[src/rtl/piso_serializer_pkg.sv]
// Shared definitions for the serial shift-register link: FSM encodings,
// shift-direction meaning and the bit-counter width helper.
package piso_serializer_pkg;

    typedef enum logic {
        ST_IDLE  = 1'b0,
        ST_SHIFT = 1'b1
    } state_t;

    localparam logic DIR_LSB_FIRST = 1'b0;
    localparam logic DIR_MSB_FIRST = 1'b1;

    function automatic int cnt_width(input int n);
        return (n > 1) ? $clog2(n) : 1;
    endfunction

endpackage

[src/rtl/piso_serializer_bit_counter.sv]
// Bit-position counter for the serializer; flags the final bit of a word.
module piso_serializer_bit_counter #(
    parameter int CNT_W = 3,
    parameter int N     = 8
) (
    input  logic clk,
    input  logic reset,
    input  logic clear,
    input  logic inc,
    output logic terminal
);

    logic [CNT_W-1:0] cnt;

    always_ff @(posedge clk) begin
        if (!reset) begin
            cnt <= '0;
        end else if (clear) begin
            cnt <= '0;
        end else if (inc) begin
            cnt <= cnt + CNT_W'(1);
        end
    end

    assign terminal = (cnt == CNT_W'(N - 1));

endmodule

[src/rtl/piso_serializer.sv]
// Parallel-in, serial-out transmitter: accepts a word on load/ready and emits
// it one bit per enabled clock, LSB- or MSB-first, with back-to-back words.
module piso_serializer
    import piso_serializer_pkg::*;
#(
    parameter int N = 8
) (
    input  logic         clk,
    input  logic         reset,
    input  logic         enable,
    input  logic         load,
    input  logic         direction,
    input  logic [N-1:0] D,
    output logic         ready,
    output logic         Q,
    output logic         valid,
    output logic         last
);

    localparam int CNT_W = cnt_width(N);

    state_t       state;
    state_t       state_next;
    logic [N-1:0] shreg;
    logic         dir_q;
    logic         terminal;
    logic         accept;
    logic         advance;

    assign last    = (state == ST_SHIFT) && terminal;
    assign ready   = (state == ST_IDLE) || (last && enable);
    assign accept  = load && ready;
    assign advance = (state == ST_SHIFT) && enable && !last;

    piso_serializer_bit_counter #(
        .CNT_W (CNT_W),
        .N     (N)
    ) u_bit_counter (
        .clk      (clk),
        .reset    (reset),
        .clear    (accept),
        .inc      (advance),
        .terminal (terminal)
    );

    always_ff @(posedge clk) begin
        if (!reset) begin
            state <= ST_IDLE;
        end else begin
            state <= state_next;
        end
    end

    // A load accepted on the final bit's edge chains straight into the next word.
    always_comb begin
        state_next = state;
        if (accept) begin
            state_next = ST_SHIFT;
        end else if (last && enable) begin
            state_next = ST_IDLE;
        end
    end

    always_ff @(posedge clk) begin
        if (!reset) begin
            shreg <= '0;
            dir_q <= DIR_LSB_FIRST;
        end else if (accept) begin
            shreg <= D;
            dir_q <= direction;
        end else if (advance) begin
            shreg <= (dir_q == DIR_MSB_FIRST) ? (shreg << 1) : (shreg >> 1);
        end
    end

    assign valid = (state == ST_SHIFT);
    assign Q     = valid && ((dir_q == DIR_MSB_FIRST) ? shreg[N-1] : shreg[0]);

endmodule

[config.mk]
export PLATFORM = sky130hd
export DESIGN_NAME = piso_serializer
export DESIGN_NICKNAME = d
export VERILOG_FILES = /design/src/rtl/piso_serializer_pkg.sv /design/src/rtl/piso_serializer_bit_counter.sv /design/src/rtl/piso_serializer.sv
export SDC_FILE = /design/constraint.sdc
export NUM_CORES = 1
export LEC_CHECK = 0
export CAP_MARGIN = 5
export CORE_UTILIZATION = 49
export DETAILED_ROUTE_END_ITERATION = 10
export PLACE_DENSITY = 0.8
export SLEW_MARGIN = 5
export SYNTH_ARGS = -nofsm -noshare
export SYNTH_HDL_FRONTEND = slang
export SYNTH_SLANG_ARGS = --single-unit
[constraint.sdc]
create_clock -name clk -period 2.25 [get_ports clk]
set_input_delay 0.675 -clock clk [delete_from_list [all_inputs] [get_ports clk]]
set_output_delay 0.675 -clock clk [all_outputs]
set_load 0.01 [all_outputs]
==> out/metrics.yaml <==
post_cts_buffers: 0
worstPathMaxFanout: 2
ys_seq_area_frac: 0.3888
min_path_type: "register to register"
worst-endpoint-arrival_ns: 1.53
firstDrtPassIters: 2
netlist_instances: 81
finalSetupTns_ns: 0
hold_viol: 0
reg2reg_from: "u_bit_counter.cnt[0]"
cts.reportedPaths.clkPinSlew_ns: 0.08
place_ws_ns: -0.2431
setup_ws_ns: 0.04597
ys.warnings.count: 0
rsz0062_at_grt: "no"
fp.dieArea_mm2: 0.001518
skew_ns: 0.001708
slew_headroom: 0.7416
initial_core_util: 0.5643
fin_util: 0.7426
max_cap_viol_count: 0
antenna_cells: 0
first_iter_violations: 7
critPathKind: "primary input to primary output"
synth_area_um2: 669.4
startpoint_type: "primary input"
worst-slew-pin-transition_ns: 0.3877
postRouteAntennaNets: 0
final_layout_size_suffix_gt1_frac: 0.1765
cts_num_sinks: 13
cts_made_buffers: 3
viasPerCell: 5.431
vias: 630
synth_fp_nets: 96
final_max_slew_viol_count: 0
period_needed_ns: 2.204
coreArea_mm2: 0.001186
holdPathStages: 2
place.gp.congestion: 0.7508
leakagePower_uw: 0.0003493
io_pins: 17
antenna_found_initial: 0
grt_pass1_vias: 581
clock_latency_ns: 0.27
root_buffer: "clkbuf_4"
die_h_um: 38.96
die_x_um: 38.96
setup_viol: 0
syn_avg_cell_area_um2: 8.264
hp-start: "u_bit_counter.cnt[1]"
ir_worst_vdd_v: 0.0004029
r2r_end: "shreg[6]"
grt_remaining_overflow: 0
io_buffer_count: 16
synth_seq_cells: 13
grt_pass1_wl_um: 2332
rrSetupSlack_ns: 0.64
end_kind: "primary output"
r2r_cells: 6
place_hpwl_um: 1037
min_period_over_period: 0.9796
max_clock_freq_mhz: 453.7
wl_per_cell_um: 12.42
cts_tree: "yes"
track_usage: 0.2304
area_growth_pct: 31.59
drc: 0
min_to: "u_bit_counter.cnt[1]"
status: "completed"
final_nets: 118
grt_max_degree: 11
ys_types: 23
htreeDepth: 1
clockBufferDepth: 2
power.density_mw_per_mm2: 559.3
fp-row-count: 12
wl_um: 1441
worstPathRequired_ns: 1.57
power by group:
group | switching, uW | internal, uW | leakage, uW
Sequential | 9.54 | 242 | 0.000107
Clock | 77.8 | 68.7 | 0.0000150
Combinational | 40.8 | 53.4 | 0.000228
Total | 128 | 365 | 0.000349
cell usage after synthesis, drive strengths merged:
| cell | instances | area share |
|---|---|---|
| nand2 | 27 | 0.15 |
| and2 | 3 | 0.032 |
| mux2 | 6 | 0.10 |
| a21oi | 6 | 0.045 |
| nor2 | 2 | 0.011 |
| inv | 3 | 0.017 |
| dfxtp | 13 | 0.39 |
| o221ai | 1 | 0.013 |
| buf | 3 | 0.036 |
| clkinv | 1 | 0.0056 |
| xnor2 | 1 | 0.013 |
| a31oi | 6 | 0.056 |
| nand3 | 1 | 0.0075 |
| o22ai | 1 | 0.0094 |
| a32oi | 1 | 0.024 |
| nor2b | 2 | 0.022 |
| a21bo | 1 | 0.015 |
| mux2i | 1 | 0.015 |
| ha | 2 | 0.037 |
stage by stage:
| step | hold slack [ns] | instances | cell area, um^2 | total power, uW |
|---|---|---|---|---|
| finish | 0.4664 | 116 | 880.8 | 492.6 |
| CTS | 0.4666 | 116 | 880.8 | 495.9 |
| global placement | 0.4470 | 112 | 853.3 | 348.8 |
| floorplan | 0.4329 | 81 | 669.4 | 308.0 |
| global route | 0.4943 | 116 | 880.8 | 516.2 |
| detailed placement | 0.4554 | 112 | 853.3 | 351.1 |
placed cells by master (no fill, tap or decap), types with 2 or more instances in the layout:
cell,count
a31oi_1,6
clkdlybuf4s50_1,14
inv_1,3
a21oi_1,6
mux2_2,6
and2_1,2
clkbuf_4,3
nor2_1,2
dfxtp_1,13
buf_4,4
nand2_1,27
cell families after synthesis:
| logic type | count (synthesis) | share of synthesized area |
|---|---|---|
| xor+xnor | 1 | 0.01309 |
| fa+ha+maj | 2 | 0.03738 |
| buf+inv | 7 | 0.05793 |
| compound gates | 16 | 0.1626 |
| mux | 7 | 0.1159 |
| flops | 13 | 0.3888 |
| simple gates | 35 | 0.2243 |
flip-flops by register name, summed over array words and instances (netlist names):
| register | cells |
|---|---|
| dir_q | 1 |
| shreg | 8 |
| u_bit_counter.cnt | 3 |
| valid | 1 |
worst max-delay path by stage:
stage	startpoint	cells past startpoint	slack, ns	to
2_1_floorplan	u_bit_counter.cnt[0]	3	0.64	ready
3_3_place_gp	enable	3	-0.23	ready
3_5_place_dp	enable	3	-0.24	ready
4_1_cts	enable	3	0.04	ready
5_1_grt	enable	3	0.006	ready
6_report	enable	3	0.05	ready
layout make-up:
cell class | count | area [um^2]
Inverter | 4 | 15.01
Clock buffer | 4 | 26.28
Multi-Input combinational cell | 61 | 372.9
Sequential cell | 13 | 260.3
Timing Repair Buffer | 20 | 188.9
Tap cell | 14 | 17.52
Fill cell | 106 | 305.3
routing by layer:
layer  part of all wire  up-vias  GRT usage
met5                  0        -          0
met3              0.040        0    0.06936
li1                   -      318          -
met1               0.46      297     0.2571
met2               0.50       15     0.4083
met4                  0        0    0.07759
critical path, cell delays in order:
cell and delay (ns):
clkdlybuf4s50_1 0.42, a21bo_2 0.21, clkdlybuf4s15_1 0.22
what timing repair did:
item,in CTS,in global routing
gates resized for setup,4,0
endpoints found under the setup margin,2,0
hold buffers,0,0
endpoints found under the hold margin,0,0
No activity file was read; power rests on OpenSTA's default activity.
